[src/rtl/regfile_wb_arbiter.sv]
// Write-back arbiter for a three-source register-file write port with a
// pending-write scoreboard and a registered single-cycle write stage.
module regfile_wb_arbiter #(
  parameter bit RR_ENABLE = 1'b1
) (
  input  logic        clk,
  input  logic        reset,
  input  logic [2:0]  req_valid,
  input  logic [4:0]  req_addr0,
  input  logic [4:0]  req_addr1,
  input  logic [4:0]  req_addr2,
  input  logic [31:0] req_data0,
  input  logic [31:0] req_data1,
  input  logic [31:0] req_data2,
  output logic [2:0]  grant,
  input  logic        issue_valid,
  input  logic [4:0]  issue_addr,
  output logic [31:0] busy,
  output logic        enable_reg_write,
  output logic [4:0]  addr_write,
  output logic [31:0] write_data
);

  logic [1:0]  last_r;
  logic [31:0] busy_r;
  logic        en_r;
  logic [4:0]  addr_r;
  logic [31:0] data_r;

  logic [2:0]  grant_s;
  logic [4:0]  sel_addr_s;
  logic [31:0] sel_data_s;
  logic [1:0]  sel_idx_s;
  logic        xfer_s;
  logic        wr_s;
  logic [31:0] clr_mask_s;
  logic [31:0] set_mask_s;
  logic [31:0] busy_nxt_s;

  // Search starts at the requester after the last one granted.
  function automatic logic [2:0] rr_pick(input logic [2:0] v, input logic [1:0] last);
    logic [2:0] g;
    g = 3'b000;
    case (last)
      2'd0: begin
        if (v[1])      g = 3'b010;
        else if (v[2]) g = 3'b100;
        else if (v[0]) g = 3'b001;
        else           g = 3'b000;
      end
      2'd1: begin
        if (v[2])      g = 3'b100;
        else if (v[0]) g = 3'b001;
        else if (v[1]) g = 3'b010;
        else           g = 3'b000;
      end
      default: begin
        if (v[0])      g = 3'b001;
        else if (v[1]) g = 3'b010;
        else if (v[2]) g = 3'b100;
        else           g = 3'b000;
      end
    endcase
    return g;
  endfunction

  function automatic logic [2:0] fixed_pick(input logic [2:0] v);
    logic [2:0] g;
    if (v[0])      g = 3'b001;
    else if (v[1]) g = 3'b010;
    else if (v[2]) g = 3'b100;
    else           g = 3'b000;
    return g;
  endfunction

  // Grant selection; forced idle while reset is held.
  always_comb begin
    grant_s = 3'b000;
    if (!reset) begin
      grant_s = 3'b000;
    end else if (RR_ENABLE) begin
      grant_s = rr_pick(req_valid, last_r);
    end else begin
      grant_s = fixed_pick(req_valid);
    end
  end

  assign grant = grant_s;

  // Route the granted requester's address and data to the write stage.
  always_comb begin
    sel_addr_s = 5'd0;
    sel_data_s = 32'd0;
    sel_idx_s  = last_r;
    case (grant_s)
      3'b001: begin
        sel_addr_s = req_addr0;
        sel_data_s = req_data0;
        sel_idx_s  = 2'd0;
      end
      3'b010: begin
        sel_addr_s = req_addr1;
        sel_data_s = req_data1;
        sel_idx_s  = 2'd1;
      end
      3'b100: begin
        sel_addr_s = req_addr2;
        sel_data_s = req_data2;
        sel_idx_s  = 2'd2;
      end
      default: begin
        sel_addr_s = 5'd0;
        sel_data_s = 32'd0;
        sel_idx_s  = last_r;
      end
    endcase
  end

  assign xfer_s = ((grant_s & req_valid) != 3'b000);
  assign wr_s   = xfer_s && (sel_addr_s != 5'd0);

  // Set is applied after clear so a same-cycle reissue keeps the register pending.
  assign clr_mask_s = wr_s ? (32'd1 << sel_addr_s) : 32'd0;
  assign set_mask_s = (issue_valid && (issue_addr != 5'd0)) ? (32'd1 << issue_addr) : 32'd0;
  assign busy_nxt_s = ((busy_r & ~clr_mask_s) | set_mask_s) & ~32'd1;

  // Write stage, scoreboard and round-robin pointer.
  always_ff @(posedge clk or negedge reset) begin
    if (!reset) begin
      en_r   <= 1'b0;
      addr_r <= 5'd0;
      data_r <= 32'd0;
      busy_r <= 32'd0;
      last_r <= 2'd2;
    end else begin
      en_r   <= wr_s;
      busy_r <= busy_nxt_s;
      if (wr_s) begin
        addr_r <= sel_addr_s;
        data_r <= sel_data_s;
      end
      if (xfer_s) begin
        last_r <= sel_idx_s;
      end
    end
  end

  assign enable_reg_write = en_r;
  assign addr_write       = addr_r;
  assign write_data       = data_r;
  assign busy             = busy_r;

endmodule

[config.mk]
export PLATFORM = sky130hd
export DESIGN_NAME = regfile_wb_arbiter
export DESIGN_NICKNAME = d
export VERILOG_FILES = /design/src/rtl/regfile_wb_arbiter.sv
export SDC_FILE = /design/constraint.sdc
export NUM_CORES = 1
export LEC_CHECK = 0
export CORE_UTILIZATION = 34
export DETAILED_ROUTE_END_ITERATION = 8
export HOLD_SLACK_MARGIN = 0.02
export PLACE_DENSITY = 0.73
export SYNTH_ARGS = -nofsm -noshare
export SYNTH_HDL_FRONTEND = slang
export SYNTH_SLANG_ARGS = --single-unit
[constraint.sdc]
create_clock -name clk -period 2.35 [get_ports clk]
set_clock_uncertainty 0.2 [all_clocks]
set_input_delay 0.235 -clock clk [delete_from_list [all_inputs] [get_ports clk]]
set_output_delay 0.235 -clock clk [all_outputs]
set_load 0.02 [all_outputs]
==> impl_metrics.py, run 1 <==
metrics = {
    "drt": {
        "drt_iter0_drc": 193,
        "drc": 0,
        "ant_nets": 0,
        "firstDrtPassIters": 5,
        "vias": 3872,
        "wl_per_cell_microns": 18.83,
        "drt-total-wl_microns": 13290,
        "vias_per_cell": 5.484,
    },
    "die": {
        "initial_core_util_pct": 35.67,
        "dieWidth_microns": 101.2,
        "die_y_microns": 101.2,
        "rows": 35,
        "fp.dieArea_sq_um": 10230,
        "core_area_sq_um": 9371,
        "io_pins": 195,
    },
    "yosys": {
        "ys_ff_latch": 71,
        "synth_xor_area_share_pct": 0,
        "synth_fa_ha_area_share_pct": 0,
        "ys_top_cells_by_area": "dfrtp_1, o21ai_0, a22oi_1",
        "synthCells": 348,
        "syn_nets": 470,
        "synth.area.mux_share_pct": 0,
        "yosysTopAreaCell": "dfrtp_1",
        "synth_edf_count": 0,
        "synth.distinct_cells": 33,
        "async_flop_share_pct": 100.0,
        "synthFlopType": "dfrtp_1",
        "syn_avg_cell_area_sq_um": 9.607,
        "synth-compound-area-share_pct": 25.75,
        "ys_seq_area_share_pct": 53.18,
        "synth_area_sq_um": 3343,
        "yosysMostFrequentCell": "dfrtp_1",
        "synth_simple_gate_area_share_pct": 16.02,
        "synth_top_family_by_area": "compound AO/OA/AOI/OAI gates",
        "synth_top_cell_area_share_pct": 52.40,
        "yosys-top-cells-count": "dfrtp_1, o21ai_0, nand2_1",
        "ys_warn_count": 0,
    },
    "finish": {
        "antenna_cells": 0,
        "stdcell_area_sq_um": 6465,
        "finalNetCount": 694,
        "drive_above_1_share_pct": 22.70,
        "area_growth_pct": 93.38,
    },
    "cts": {
        "cts.clk_slew.worst_paths_ps": 90,
        "numCtsBuffers": 9,
        "cts_buffer_depth": 2,
        "h-tree-depth": 3,
        "clock_latency_ps": 350,
        "cts-root-buf": "clkbuf_8",
        "clock-sinks": 71,
        "cts_tree": "built",
    },
    "timing": {
        "tightest_slew_ps": 763.7,
        "setup_viol": 65,
        "finalCritPeriodShare_pct": 107.9,
        "hold_slack_ps": 239.6,
        "max_freq_mhz": 394.4,
        "maxSlewHeadroom_pct": 49.09,
        "fin_crit_ps": 2536,
        "slew_violations": 0,
        "grt_setup_unrepaired": "true",
        "worst_slack_ps": -185.8,
        "hold_violations": 0,
    },
    "setup_path": {
        "cp_max_fo": 6,
        "rr_startpoint": "last_r[0]",
        "required_ps": 2420,
        "crit_type": "reg2reg",
        "crit_path_end_kind": "flip-flop",
        "crit_arrival_ps": 2600,
        "crit_path_start_kind": "flip-flop",
        "r2r-end": "write_data[13]",
        "r2r_slack_ps": -190,
        "r2r_cells": 10,
    },
    "power": {
        "p_switching_uw": 2757,
        "internal_power_uw": 4344,
        "power.share.clock_pct": 17.0,
        "cellLeakagePower_uw": 0.002484,
        "seqPwrFrac_pct": 29.5,
        "combPwrFrac_pct": 53.4,
        "peakVddDrop_v": 0.0006448,
        "powerDensity_nw_per_um2": 1098,
        "swShare_pct": 38.82,
    },
    "global_route": {
        "grt_max_degree": 61,
        "globalRouteTotalUtil_pct": 24.09,
        "top_usage_layer": "met2",
        "grt_pass1_vias": 3657,
        "use_met3_pct": 6.763,
        "overflow": 0,
        "antenna_found_initial": 0,
        "grt_pass1_wl_microns": 18660,
        "grt_use_met1_pct": 26.73,
        "grt_use_met2_pct": 44.69,
    },
    "worst_hold_path": {
        "whs_path_depth": 3,
        "hold_start": "req_data2[3]",
        "hold_path_end": "write_data[3]",
        "hold_class": "in2reg",
    },
    "job": {
        "cap_violations": 0,
    },
    "placement": {
        "dp_hpwl_microns": 9110,
        "io_buffer_count": 193,
        "place.gp.congestion": 0.8559,
        "place_area_sq_um": 5548,
    },
    "run_status": {
        "violations": "setup timing",
        "status": "finished, violations left",
    },
}
-- per-stage QoR --
step / worst slack, ps / std cells / utilization (%) / total power (uW) / setup TNS, ps
global route: -265.3 / 706 / 68.99 / 7407 / -13900
detailed placement: -607.9 / 672 / 59.20 / 5179 / -34490
floorplan: -192.6 / 348 / - / 3520 / -7266
finish: -185.8 / 706 / 68.99 / 7101 / -8100
CTS: -129.2 / 698 / 65.46 / 6710 / -3923
global placement: -557.6 / 672 / 59.20 / 5101 / -29310
-- area by class of cell --
| type | instances | area (sq um) |
|---|---|---|
| clock inverters | 7 | 121.4 |
| fillers | 728 | 2907 |
| repair buffers | 241 | 2429 |
| clock buffers | 9 | 123.9 |
| inverters | 5 | 18.77 |
| well taps | 129 | 161.4 |
| multi-input cells | 244 | 1833 |
| flip-flops and latches | 71 | 1778 |
-- sequential cells by signal, indices dropped and copies added (netlist names) --
name / flops
addr_write: 5
busy: 31
enable_reg_write: 1
last_r: 2
write_data: 32
-- per-layer routing --
metal	part of all wire, %	wire length [microns]	vias up
met5	0	0	-
met4	1.9	257	0
met3	8.9	1186	23
met2	53	7014	216
met1	36	4833	1877
li1	-	-	1756
-- logic make-up after synthesis --
kind of cell / count (synthesis)
other: 1
flip-flops: 71
AO/OA/AOI/OAI: 136
AND/OR/NAND/NOR: 107
buffers and inverters: 33
-- cells in the final DEF (no fill, tap or decap), types with 2 or more instances in the layout --
master             n
clkbuf_16          2
or2_4              2
buf_8              2
nor3_2            10
a31oi_4           12
bufinv_16          3
clkinv_4           3
o21ai_2           13
nand2_1           37
or3b_4             2
a31oi_1           15
buf_12             2
nor2b_2            2
or3b_2             2
clkdlybuf4s50_1  189
o2bb2ai_2          2
clkbuf_8           9
nand3_1            3
dfrtp_1           70
buf_4             28
o21ai_1           42
a22oi_1           32
a222oi_1           5
dlygate4sd2_1      2
nor3_1            21
a21o_1             2
nor2_1             4
buf_6             13
inv_1              5
o2bb2ai_1          2
nand2b_1           2
a31oi_2            5
nand2b_4           2
nand3b_1           8
-- power groups by stage --
| stage | Clock [uW] | Combinational (uW) | Sequential, uW |
|---|---|---|---|
| after CTS | 1210 | 3440 | 2070 |
| after floorplan | 0 | 872 | 2650 |
| after detailed placement | 0 | 3100 | 2080 |
| after global placement | 0 | 3050 | 2050 |
| after global routing | 1270 | 3980 | 2150 |
| final | 1210 | 3790 | 2100 |
-- how the worst max path moves through the flow --
| stage | endpoint | startpoint | slack, ps |
|---|---|---|---|
| floorplan | busy[28] | last_r[1] | -190 |
| global placement | busy[24] | req_valid[1] | -560 |
| detailed placement | busy[24] | req_valid[1] | -610 |
| CTS | write_data[13] | last_r[1] | -130 |
| global route | write_data[18] | last_r[0] | -270 |
| finish | write_data[13] | last_r[0] | -190 |
-- worst max-delay path, cell delays in order (launching register included) --
cell       delay [ps]
dfrtp_1           400
nor2b_2           150
nor2_2             50
o211a_4           240
buf_6             120
a222oi_1          330
buf_4             210
nand3_4            90
or2_4             340
clkbuf_16         190
a31oi_1           130
-- timing repair --
| action | in CTS | in global routing |
|---|---|---|
| setup endpoints to repair | 71 | 71 |
| hold buffers | 1 | 0 |
| gates resized for setup | 88 | 56 |
| cloned | 1 | 3 |
| setup buffers | 11 | 7 |
| endpoints found under the hold margin | 71 | 0 |
| pin swaps | 21 | 25 |
(Power assumes the default switching activity.)
==> run 2: changes to the inputs <==
--- a/config.mk
+++ b/config.mk
@@ -9,6 +9,8 @@
 export DETAILED_ROUTE_END_ITERATION = 8
 export HOLD_SLACK_MARGIN = 0.02
 export PLACE_DENSITY = 0.73
+export RECOVER_POWER = 100
+export SKIP_CTS_REPAIR_TIMING = 1
 export SYNTH_ARGS = -nofsm -noshare
 export SYNTH_HDL_FRONTEND = slang
 export SYNTH_SLANG_ARGS = --single-unit
==> impl_metrics.py, run 2 (same netlist as run 1, synthesis figures left out) <==
metrics = {
    "drt": {
        "drc": 0,
        "drt-total-wl_microns": 12690,
        "firstDrtPassIters": 5,
        "ant_nets": 0,
        "vias_per_cell": 5.415,
        "drt_iter0_drc": 145,
        "wl_per_cell_microns": 18.05,
        "vias": 3807,
    },
    "placement": {
        "dp_hpwl_microns": 9110,
        "pre_cts_slack_ps": -607.9,
        "place.gp.congestion": 0.8559,
        "place_area_sq_um": 5548,
        "io_buffer_count": 193,
    },
    "timing": {
        "maxSlewHeadroom_pct": 44.42,
        "fin_crit_ps": 2567,
        "grt_setup_unrepaired": "true",
        "final.setup.tns_ps": -10730,
        "finalCritPeriodShare_pct": 109.2,
        "setup_viol": 68,
        "worst_slack_ps": -217.3,
        "max_freq_mhz": 389.5,
        "tightest_slew_ps": 833.7,
        "slew_violations": 0,
        "hold_violations": 0,
    },
    "cts": {
        "cts_tree": "built",
        "cts.clk_slew.worst_paths_ps": 80,
        "cts_buffer_depth": 2,
        "cts-root-buf": "clkbuf_8",
        "clock-sinks": 71,
        "numCtsBuffers": 9,
        "clock_latency_ps": 340,
        "h-tree-depth": 3,
    },
    "global_route": {
        "grt_use_met1_pct": 26.07,
        "antenna_found_initial": 0,
        "globalRouteTotalUtil_pct": 23.34,
        "use_met3_pct": 6.694,
        "grt_max_degree": 61,
        "overflow": 0,
        "grt_pass1_wl_microns": 18130,
        "grt_use_met2_pct": 43.75,
        "top_usage_layer": "met2",
        "grt_pass1_vias": 3541,
    },
    "worst_hold_path": {
        "hold_class": "in2reg",
        "hold_start": "req_data2[29]",
    },
    "die": {
        "io_pins": 195,
        "fp.dieArea_sq_um": 10230,
        "dieWidth_microns": 101.2,
        "die_y_microns": 101.2,
        "initial_core_util_pct": 35.67,
        "rows": 35,
        "core_area_sq_um": 9371,
    },
    "setup_path": {
        "cp_top_family": "simple AND/OR/NAND/NOR gates",
        "crit_end": "busy[20]",
        "r2r-end": "busy[20]",
        "crit_arrival_ps": 2590,
        "critical_path.startpoint": "last_r[1]",
        "crit_path_top_delay_cell": "dfstp_2",
        "cp.depth": 11,
        "crit_path_start_kind": "flip-flop",
        "crit_path_end_kind": "flip-flop",
        "cpPeakStageDelay_ps": 570,
        "crit_type": "reg2reg",
        "cp_max_fo": 8,
        "cp_cell_sequence": "nor2b_1 -> o22ai_2 -> and3_4 -> buf_6 -> buf_6 -> a222oi_1 -> buf_4 -> buf_4 -> or3b_4 -> o21ai_1 -> o21ai_1",
        "required_ps": 2370,
        "cp_num_buf_inv": 4,
        "r2r_cells": 11,
        "r2r_slack_ps": -220,
        "rr_startpoint": "last_r[1]",
    },
    "finish": {
        "nFillCells": 752,
        "drive_above_1_share_pct": 17.94,
        "antenna_cells": 0,
        "utilization_pct": 65.78,
        "area_growth_pct": 84.39,
        "finalNetCount": 691,
        "multiInputGateArea_sq_um": 1609,
        "regArea_sq_um": 1778,
        "final_common_cell": "clkdlybuf4s50_1",
        "layout_common_cells": "clkdlybuf4s50_1, dfrtp_1, dlygate4sd3_1",
        "largest_register_ffs": 32,
        "stdcell_area_sq_um": 6165,
    },
    "power": {
        "cellLeakagePower_uw": 0.002471,
        "powerDensity_nw_per_um2": 1059,
        "p_total_uw": 6527,
        "peakVddDrop_v": 0.0005044,
    },
    "run_status": {
        "status": "finished, violations left",
        "violations": "setup timing",
    },
    "job": {
        "cap_violations": 0,
    },
}
run 2: cell count changes in the layout (fill, tap and decap cells not counted), sizes merged:
cell           change
clkdlybuf4s50     -69
buf                -6
clkbuf             +5
dlygate4sd2        -2
dlygate4sd3       +69
run 2: worst min-delay path by stage:
stage                     end  cells after the start
2_1_floorplan   addr_write[0]                      0
5_1_grt        write_data[10]                      3
6_report       write_data[29]                      3
3_5_place_dp        last_r[0]                      2
4_1_cts        write_data[27]                      2
3_3_place_gp        last_r[0]                      2
run 2: routing by layer:
| layer | wire (microns) | up-vias | part of all wire [%] |
|---|---|---|---|
| met3 | 1098 | 12 | 8.7 |
| met2 | 6773 | 190 | 53 |
| li1 | - | 1752 | - |
| met4 | 128 | 0 | 1.0 |
| met1 | 4690 | 1853 | 37 |
| met5 | 0 | - | 0 |
run 2: tightest hold or removal path, delay by kind of cell:
family / cells / cell delay (ps)
compound gates: 1 / 70
simple gates: 1 / 60
buf+inv: 1 / 400
run 2: area by class of cell:
cell class              count  share of cell area [%]
repair buffers            238                   38.16
flip-flops and latches     71                   28.84
multi-input cells         244                   26.10
well taps                 129                   2.618
clock buffers               9                   2.009
clock inverters             7                   1.969
inverters                   5                  0.3044
run 2: power breakdown:
| part | switching (uW) | total, uW | internal, uW |
|---|---|---|---|
| clock network | 482 | 1190 | 708 |
| registers | 314 | 2050 | 1740 |
| logic | 1740 | 3280 | 1540 |
| total | 2540 | 6530 | 3990 |
run 2: metrics by stage:
| step | hold WS (ps) | std cells |
|---|---|---|
| after detailed placement | 25.55 | 672 |
| final | 257.5 | 703 |
| after global routing | 245.6 | 703 |
| after CTS | -355.0 | 688 |
| after global placement | 24.44 | 672 |
| after floorplan | -260.6 | 348 |
